**src/rtl/answer_generator.sv**
```systemverilog
// Secret-answer generator for the number-guessing game: LFSR-driven rejection
// sampling into a shadow register, published atomically with a write_enable pulse.

// One digit field: holds the shadow digit being built and the published digit.
module answer_digit_slot #(
  parameter int DIGIT_W = 4,
  parameter int K       = 3
) (
  input  logic               clk,
  input  logic               rst,
  input  logic               clear,
  input  logic               load,
  input  logic               publish,
  input  logic [K-1:0]       cand,
  output logic [DIGIT_W-1:0] answer_digit
);

  logic [DIGIT_W-1:0] shadow;
  logic [DIGIT_W-1:0] cand_digit;

  assign cand_digit = DIGIT_W'(cand) + DIGIT_W'(1);

  always_ff @(posedge clk) begin
    if (rst) begin
      shadow       <= '0;
      answer_digit <= '0;
    end else begin
      if (clear)
        shadow <= '0;
      else if (load)
        shadow <= cand_digit;
      // The final digit lands in the same edge it is accepted, so bypass it.
      if (publish)
        answer_digit <= load ? cand_digit : shadow;
    end
  end

endmodule

module answer_generator #(
  parameter int          DIGITS    = 8,
  parameter int          DIGIT_W   = 4,
  parameter int          MAX_DIGIT = 8,
  parameter int          UNIQUE    = 0,
  parameter logic [31:0] SEED      = 32'h0000_0001
) (
  input  logic                      clk,
  input  logic                      rst,
  input  logic                      change_answer,
  output logic [DIGITS*DIGIT_W-1:0] answer,
  output logic                      write_enable,
  output logic                      busy
);

  localparam int          K         = $clog2(MAX_DIGIT);
  localparam int          IDX_W     = (DIGITS > 1) ? $clog2(DIGITS) : 1;
  localparam logic [31:0] LFSR_INIT = (SEED == 32'h0) ? 32'h1 : SEED;
  localparam logic [31:0] LFSR_MASK = 32'h8020_0003;
  localparam logic [K:0]  MAX_C     = (K+1)'(MAX_DIGIT);

  typedef enum logic [1:0] {IDLE, FILL, DONE} state_t;

  state_t             state, state_nxt;
  logic [31:0]        lfsr;
  logic               req_prev;
  logic               req;
  logic [K-1:0]       cand;
  logic [2**K-1:0]    used;
  logic [IDX_W-1:0]   idx;
  logic               accept;
  logic               last;
  logic               clear;
  logic               publish;

  assign req  = change_answer & ~req_prev;
  assign cand = lfsr[K-1:0];
  assign last = (idx == IDX_W'(DIGITS - 1));

  always_comb begin
    state_nxt = state;
    accept    = 1'b0;
    clear     = 1'b0;
    publish   = 1'b0;
    case (state)
      IDLE: begin
        if (req) begin
          clear     = 1'b1;
          state_nxt = FILL;
        end
      end
      FILL: begin
        accept = ({1'b0, cand} < MAX_C) && ((UNIQUE == 0) || !used[cand]);
        if (accept && last) begin
          publish   = 1'b1;
          state_nxt = DONE;
        end
      end
      DONE:    state_nxt = IDLE;
      default: state_nxt = IDLE;
    endcase
  end

  always_ff @(posedge clk) begin
    if (rst) state <= IDLE;
    else     state <= state_nxt;
  end

  // req_prev keeps sampling through reset so a level held across reset is not an edge.
  always_ff @(posedge clk) begin
    req_prev <= change_answer;
    if (rst) begin
      lfsr         <= LFSR_INIT;
      used         <= '0;
      idx          <= '0;
      busy         <= 1'b0;
      write_enable <= 1'b0;
    end else begin
      lfsr         <= (lfsr >> 1) ^ (lfsr[0] ? LFSR_MASK : 32'h0);
      busy         <= (state_nxt != IDLE);
      write_enable <= publish;
      if (clear) begin
        used <= '0;
        idx  <= '0;
      end else if (accept) begin
        used[cand] <= 1'b1;
        if (!last) idx <= idx + IDX_W'(1);
      end
    end
  end

  for (genvar g = 0; g < DIGITS; g++) begin : g_slot
    answer_digit_slot #(
      .DIGIT_W (DIGIT_W),
      .K       (K)
    ) u_slot (
      .clk          (clk),
      .rst          (rst),
      .clear        (clear),
      .load         (accept && (idx == IDX_W'(g))),
      .publish      (publish),
      .cand         (cand),
      .answer_digit (answer[g*DIGIT_W +: DIGIT_W])
    );
  end

endmodule
```
**config.mk**
```make
export PLATFORM = sky130hd
export DESIGN_NAME = answer_generator
export DESIGN_NICKNAME = d
export VERILOG_FILES = /design/src/rtl/answer_generator.sv
export SDC_FILE = /design/constraint.sdc
export NUM_CORES = 1
export LEC_CHECK = 0
export ABC_AREA = 1
export CAP_MARGIN = 10
export CORE_MARGIN = 2
export CORE_UTILIZATION = 60
export CTS_CLUSTER_DIAMETER = 150
export DETAILED_ROUTE_END_ITERATION = 8
export GPL_ROUTABILITY_DRIVEN = 1
export PLACE_DENSITY = 0.83
export SLEW_MARGIN = 15
export SYNTH_ARGS = -nofsm -noshare
export SYNTH_HDL_FRONTEND = slang
export SYNTH_SLANG_ARGS = --single-unit
```
**constraint.sdc**
```tcl
create_clock -name clk -period 2.4 [get_ports clk]
set_input_delay 0.72 -clock clk [delete_from_list [all_inputs] [get_ports clk]]
set_output_delay 0.72 -clock clk [all_outputs]
set_load 0.02 [all_outputs]
```
==> impl_metrics.json, run 1 <==
{
  "root_buffer": "clkbuf_8",
  "r2r-end": "g_slot[3].u_slot.answer_digit[0]",
  "diodes": 0,
  "synth.distinct_cells": 22,
  "post_drt_wl_per_cell_microns": 11.47,
  "required_ns": 1.68,
  "final_common_cell": "nand2_1",
  "gr-total-overflow": 0,
  "critical_path.max_stage_delay_ns": 0.61,
  "reg2reg_from": "idx[0]",
  "cts_setup_buffers": 0,
  "via_count": 2924,
  "route.detailed.drc": 0,
  "syn-cell-area_sq_um": 3837,
  "leakage_nw": 1.776,
  "area_growth_pct": 14.31,
  "clkPwrFrac_pct": 36.0,
  "gp_congestion": 0.9078,
  "holdWs_ns": 0.4053,
  "cts-resized-gates": 0,
  "slew_headroom_pct": 54.38,
  "synth_seq_cells": 100,
  "hold_class": "reg -> reg",
  "setup_viol": 0,
  "rsz0062_at_grt": "no",
  "crit_cells": 1,
  "synth_top_cells_by_area": "dfxtp_1 52%, nand2_1 10%, inv_1 9.3%",
  "drv_slew": 0,
  "worstSetupStartpoint": "g_slot[4].u_slot.answer_digit[0]",
  "nNetsFinal": 526,
  "crit_arrival_ns": 1.32,
  "core_area_sq_um": 6277,
  "avgSynthCellArea_sq_um": 7.896,
  "critPathKind": "reg -> out",
  "end_kind": "output pin",
  "ctsHtreeMaxLevel": 3,
  "fin_worst_skew_ns": 0.01137,
  "dr.first_iter.drc_count": 169,
  "fin_crit_sh_pct": 84.88,
  "p_int_mw": 2.221,
  "grtUsageTotal_pct": 20.47,
  "cts_hold_repair.buffers": 0,
  "hold_violations": 0,
  "viasPerCell": 4.898,
  "worst_setup_path_start_kind": "flop",
  "worstSetupEndpoint": "answer[16]",
  "cts_buffers": 9,
  "mappedNetlistNets": 496,
  "grt_pass1_wl_microns": 11650,
  "status": "finished, final reports clean",
  "path_delay_family": "buffers and inverters",
  "worst_slew_pin_slew_ns": 0.6843,
  "grt_pass1_vias": 2733,
  "cp_slowest_cell": "clkdlybuf4s50_1",
  "ff2ff_path_depth": 7,
  "power_density_nw_per_um2": 657.4,
  "clkTransAtPathRegs_ns": 0.09,
  "grt_max_degree": 61,
  "initial_core_util_pct": 61.13,
  "final_cells": 597,
  "synthCells": 486,
  "cp_num_buf_inv": 1,
  "wl_microns": 6850,
  "yosysSeqAreaShare_pct": 52.17,
  "final_cell_mix": "104 x nand2_1, 100 x dfxtp_1, 95 x inv_1, 50 x nor2_1",
  "sw_frac_of_total_pct": 22.98,
  "pwr-share-seq_pct": 58.8,
  "numClockSinks": 100,
  "row_count": 29,
  "r2r_slack_ns": 0.58,
  "netlist.area_leader.share_pct": 52.17,
  "period_needed_ns": 2.037,
  "yosys_warnings": 0,
  "grt_antenna_before_repair": 0,
  "fmax_mhz": 490.9,
  "place_inst": 582,
  "cap_violations": 0,
  "die_area_sq_um": 7052,
  "ios": 37,
  "numPortBuffers": 36,
  "finalPower_mw": 2.884,
  "p_switching_mw": 0.6626,
  "cts_tree": "yes",
  "clock_path_buffers": 2,
  "cp_max_fo": 2,
  "setup_tns_ns": 0,
  "peakVddDrop_mv": 0.4977,
  "setup_ws_ns": 0.3629,
  "drive_gt1_share_pct": 10.19,
  "die_h_microns": 83.98,
  "cp_cell_sequence": "clkdlybuf4s50_1",
  "dp_slack_ns": 0.3273,
  "pwr-share-comb_pct": 5.2,
  "dp_hpwl_microns": 4506,
  "worstSkewPairLatency_ns": 0.36,
  "synth.largest_area_cell": "dfxtp_1",
  "firstDrtPassIters": 5,
  "ant_nets": 0,
  "die_w_microns": 83.98
}
[flip-flops by register name, indices dropped and copies added (netlist names)]
name,cells
g_slot.u_slot.answer_digit,32
lfsr,32
g_slot.u_slot.shadow,28
idx,3
state,2
busy,1
req_prev,1
write_enable,1
[power by group through the flow]
stage	sequential [mW]	clock [mW]	combinational, mW
5_1_grt	1.70	1.12	0.162
6_report	1.70	1.04	0.149
4_1_cts	1.69	1.06	0.148
3_3_place_gp	1.73	0	0.144
3_5_place_dp	1.73	0	0.147
2_1_floorplan	1.73	0	0.108
[per-stage QoR]
stage	util, %	instance area [sq um]
after floorplan	-	3837
after global placement	66.83	4195
after detailed placement	66.83	4195
after CTS	69.88	4387
after global routing	69.88	4387
final	69.88	4387
[routing by layer]
layer	vias to the layer above	wire length (microns)	global-route usage, %
met5	-	0	0
met2	75	3274	34.69
li1	1525	-	-
met4	0	144	9.091
met1	1310	3074	24.39
met3	14	357	5.341
[tightest hold or removal path, cell delays in order, from the launching register on]
cell	delay (ns)
dfxtp_1	0.30
inv_1	0.04
nor2_1	0.03
[worst min path at each step]
stage | cells past startpoint | startpoint | to | slack [ns]
floorplan | 2 | lfsr[11] | lfsr[10] | 0.39
global placement | 2 | lfsr[8] | lfsr[7] | 0.39
detailed placement | 2 | lfsr[4] | lfsr[3] | 0.40
CTS | 2 | lfsr[29] | lfsr[28] | 0.40
global route | 2 | lfsr[24] | lfsr[23] | 0.41
finish | 2 | lfsr[29] | lfsr[28] | 0.41
[area by class of cell]
type                            instances  area (sq um)
Clock inverter                          4         50.05
Multi-Input combinational cell        269          1343
Timing Repair Buffer                   39         390.4
Fill cell                             475          1891
Clock buffer                           11         141.4
Tap cell                               77         96.34
Inverter                               97         364.1
Sequential cell                       100          2002
[kinds of logic (layout without fill, tap and decap cells)]
logic type               Yosys count  in the layout  share of synthesized area (%)
flip-flops                       100            100                          52.17
AND/OR/NAND/NOR                  194            194                          21.45
buffers and inverters            117            151                          12.85
AO/OA/AOI/OAI                     67             67                          11.02
XOR/XNOR                           1              1                         0.2283
adder cells (fa/ha/maj)            7              7                          2.282
[Yosys cell counts]
library cell / count
a21oi_1: 35
a21oi_2: 23
a31oi_1: 1
buf_2: 7
buf_4: 2
buf_6: 5
clkbuf_1: 6
clkinv_1: 1
dfxtp_1: 100
ha_1: 7
inv_1: 95
inv_2: 1
nand2_1: 104
nand2_2: 3
nand2_4: 2
nand3_1: 29
nand3_2: 3
nor2_1: 50
nor2_4: 2
o21ai_0: 8
or2_2: 1
xnor2_1: 1
Note: power is estimated with default switching activity, not from simulation.
==> run 2: changes to the inputs <==
--- a/config.mk
+++ b/config.mk
@@ -8,11 +8,11 @@
 export ABC_AREA = 1
 export CAP_MARGIN = 10
 export CORE_MARGIN = 2
-export CORE_UTILIZATION = 60
+export CORE_UTILIZATION = 50
 export CTS_CLUSTER_DIAMETER = 150
 export DETAILED_ROUTE_END_ITERATION = 8
 export GPL_ROUTABILITY_DRIVEN = 1
-export PLACE_DENSITY = 0.83
+export PLACE_DENSITY = 0.74
 export SLEW_MARGIN = 15
 export SYNTH_ARGS = -nofsm -noshare
 export SYNTH_HDL_FRONTEND = slang
==> constraint.sdc (replaced) <==
create_clock -name clk -period 1.8 [get_ports clk]
set_input_delay 0.54 -clock clk [delete_from_list [all_inputs] [get_ports clk]]
set_output_delay 0.54 -clock clk [all_outputs]
set_load 0.02 [all_outputs]
==> run 2 against run 1 <==
  * First-iteration DRC count is 17% lower
  * Clock power is 65% higher
  * Clock-buffer cell count is 1 higher
  * Utilization is 8.8 points lower
  * Combinational power is 40% higher
  * Worst hold slack worse by 0.0023 ns
  * Largest cell class unchanged
  * Die area is 19% higher
==> impl_metrics.json, run 2 (synthesis results as in run 1) <==
{
  "status": "finished, final reports clean",
  "dp_hpwl_microns": 4818,
  "critPathKind": "reg -> out",
  "fin_crit_sh_pct": 88.92,
  "cts_tree": "yes",
  "clkTransAtPathRegs_ns": 0.09,
  "power_density_nw_per_um2": 935.5,
  "fin_util_pct": 61.12,
  "die_area_sq_um": 8391,
  "gr-usage-met2_pct": 31.13,
  "firstDrtPassIters": 4,
  "core_area_sq_um": 7331,
  "hold_class": "reg -> reg",
  "required_ns": 1.26,
  "slew_headroom_pct": 71.02,
  "numClockSinks": 100,
  "critical_path.max_stage_delay_ns": 0.37,
  "cap_violations": 0,
  "grt_antenna_before_repair": 0,
  "worstSkewPairLatency_ns": 0.36,
  "final_cell_mix": "104 x nand2_1, 100 x dfxtp_1, 95 x inv_1, 50 x nor2_1, 35 x a21oi_1",
  "busiest_layer": "met2",
  "rsz0062_at_grt": "no",
  "diodes": 0,
  "met1_usage_pct": 23.15,
  "setup_tns_ns": 0,
  "gp_congestion": 0.8159,
  "final_common_cell": "nand2_1",
  "ios": 37,
  "hold_violations": 0,
  "grtUsageTotal_pct": 18.39,
  "wl_microns": 6971,
  "end_kind": "output pin",
  "crit_arrival_ns": 1.06,
  "area_growth_pct": 16.76,
  "nNetsFinal": 531,
  "clock_path_buffers": 2,
  "ctsHtreeMaxLevel": 3,
  "row_count": 31,
  "grt_max_degree": 32,
  "path_delay_family": "flip-flops",
  "worst_slew_pin_slew_ns": 0.4343,
  "cp_max_fo": 2,
  "grt_pass1_wl_microns": 12510,
  "via_count": 2883,
  "drive_gt1_share_pct": 11.22,
  "drv_slew": 0,
  "worst_setup_path_start_kind": "flop",
  "use_met3_pct": 2.490,
  "fin_worst_skew_ns": 0.008380,
  "period_needed_ns": 1.601,
  "gr-total-overflow": 0,
  "root_buffer": "clkbuf_8",
  "setup_viol": 0,
  "cp_slowest_cell": "dfxtp_1",
  "peakVddDrop_mv": 0.6037,
  "die_w_microns": 91.61,
  "post_drt_wl_per_cell_microns": 11.15,
  "fmax_mhz": 624.8,
  "route.detailed.drc": 0,
  "cp_num_buf_inv": 1,
  "numPortBuffers": 36,
  "viasPerCell": 4.613,
  "leakage_nw": 2.005,
  "reg.largest.list": "g_slot.u_slot.answer_digit x32, lfsr x32, g_slot.u_slot.shadow x28",
  "dr.first_iter.drc_count": 141,
  "die_h_microns": 91.61,
  "grt_pass1_vias": 2853,
  "cts_buffers": 9,
  "cp_cell_sequence": "dlygate4sd2_1",
  "initial_core_util_pct": 52.35,
  "cts_hold_repair.buffers": 0,
  "ant_nets": 0
}
## run 2: changes by cell type in the layout (fill, tap and decap cells not counted)
cell / change
clkdlybuf4s50_1: -34
buf_12: +1
buf_4: +4
clkinvlp_4: -2
dlygate4sd2_1: +34
bufinv_16: +2
clkbuf_8: +1
## run 2: final timing paths
| kind | from | to | slack [ns] | depth (start not counted) |
|---|---|---|---|---|
| max | g_slot[4].u_slot.answer_digit[1] | answer[17] | 0.20 | 1 |
| min | lfsr[3] | lfsr[2] | 0.40 | 2 |
| max reg2reg | idx[0] | g_slot[6].u_slot.answer_digit[0] | 0.23 | 8 |
| min reg2reg | lfsr[3] | lfsr[2] | 0.40 | 2 |
## run 2: layout make-up
type | count | area [sq um]
tap | 99 | 123.9
sequential | 100 | 2002
clock inverter | 4 | 95.09
timing repair buffer | 44 | 397.9
fill | 654 | 2850
clock buffer | 12 | 155.1
multi-input combinational | 269 | 1343
inverter | 97 | 364.1
## run 2: per-stage QoR
stage | cells | total power, mW | instance area (sq um) | setup slack [ns] | hold slack [ns]
2_1_floorplan | 486 | 2.453 | 3837 | 0.3364 | 0.3883
3_3_place_gp | 609 | 2.517 | 4273 | 0.1922 | 0.3889
3_5_place_dp | 609 | 2.520 | 4273 | 0.1677 | 0.3925
4_1_cts | 625 | 4.225 | 4481 | 0.1780 | 0.4044
5_1_grt | 625 | 4.333 | 4481 | 0.1133 | 0.4155
6_report | 625 | 4.192 | 4481 | 0.1994 | 0.4030
## run 2: metal layers
| metal | share of wire (%) | wire length, microns | up-vias |
|---|---|---|---|
| met5 | 0 | 0 | - |
| met4 | 2.0 | 138 | 0 |
| met3 | 3.0 | 210 | 9 |
| met2 | 47 | 3267 | 42 |
| met1 | 48 | 3354 | 1295 |
| li1 | - | - | 1537 |
## run 2: what timing repair did
| item | CTS | global route |
|---|---|---|
| setup buffers | 0 | 0 |
| resized for setup | 34 | 0 |
| endpoints found under the setup margin | 34 | 0 |
| hold endpoints to repair | 0 | 0 |
## run 2: report_power, final
group,internal [mW],switching [mW],leakage [nW]
sequential,2.24,0.0170,0.809
combinational,0.0570,0.152,1.07
clock,0.998,0.724,0.127
total,3.30,0.894,2.01
==> run 3: changes to the inputs <==
--- a/config.mk
+++ b/config.mk
@@ -12,6 +12,7 @@
 export CTS_CLUSTER_DIAMETER = 150
 export DETAILED_ROUTE_END_ITERATION = 8
 export GPL_ROUTABILITY_DRIVEN = 1
+export HOLD_SLACK_MARGIN = 0.08
 export PLACE_DENSITY = 0.74
 export SLEW_MARGIN = 15
 export SYNTH_ARGS = -nofsm -noshare
==> results of run 3 <==
No change in the layout: final DEF, timing and power equal those of run 2.
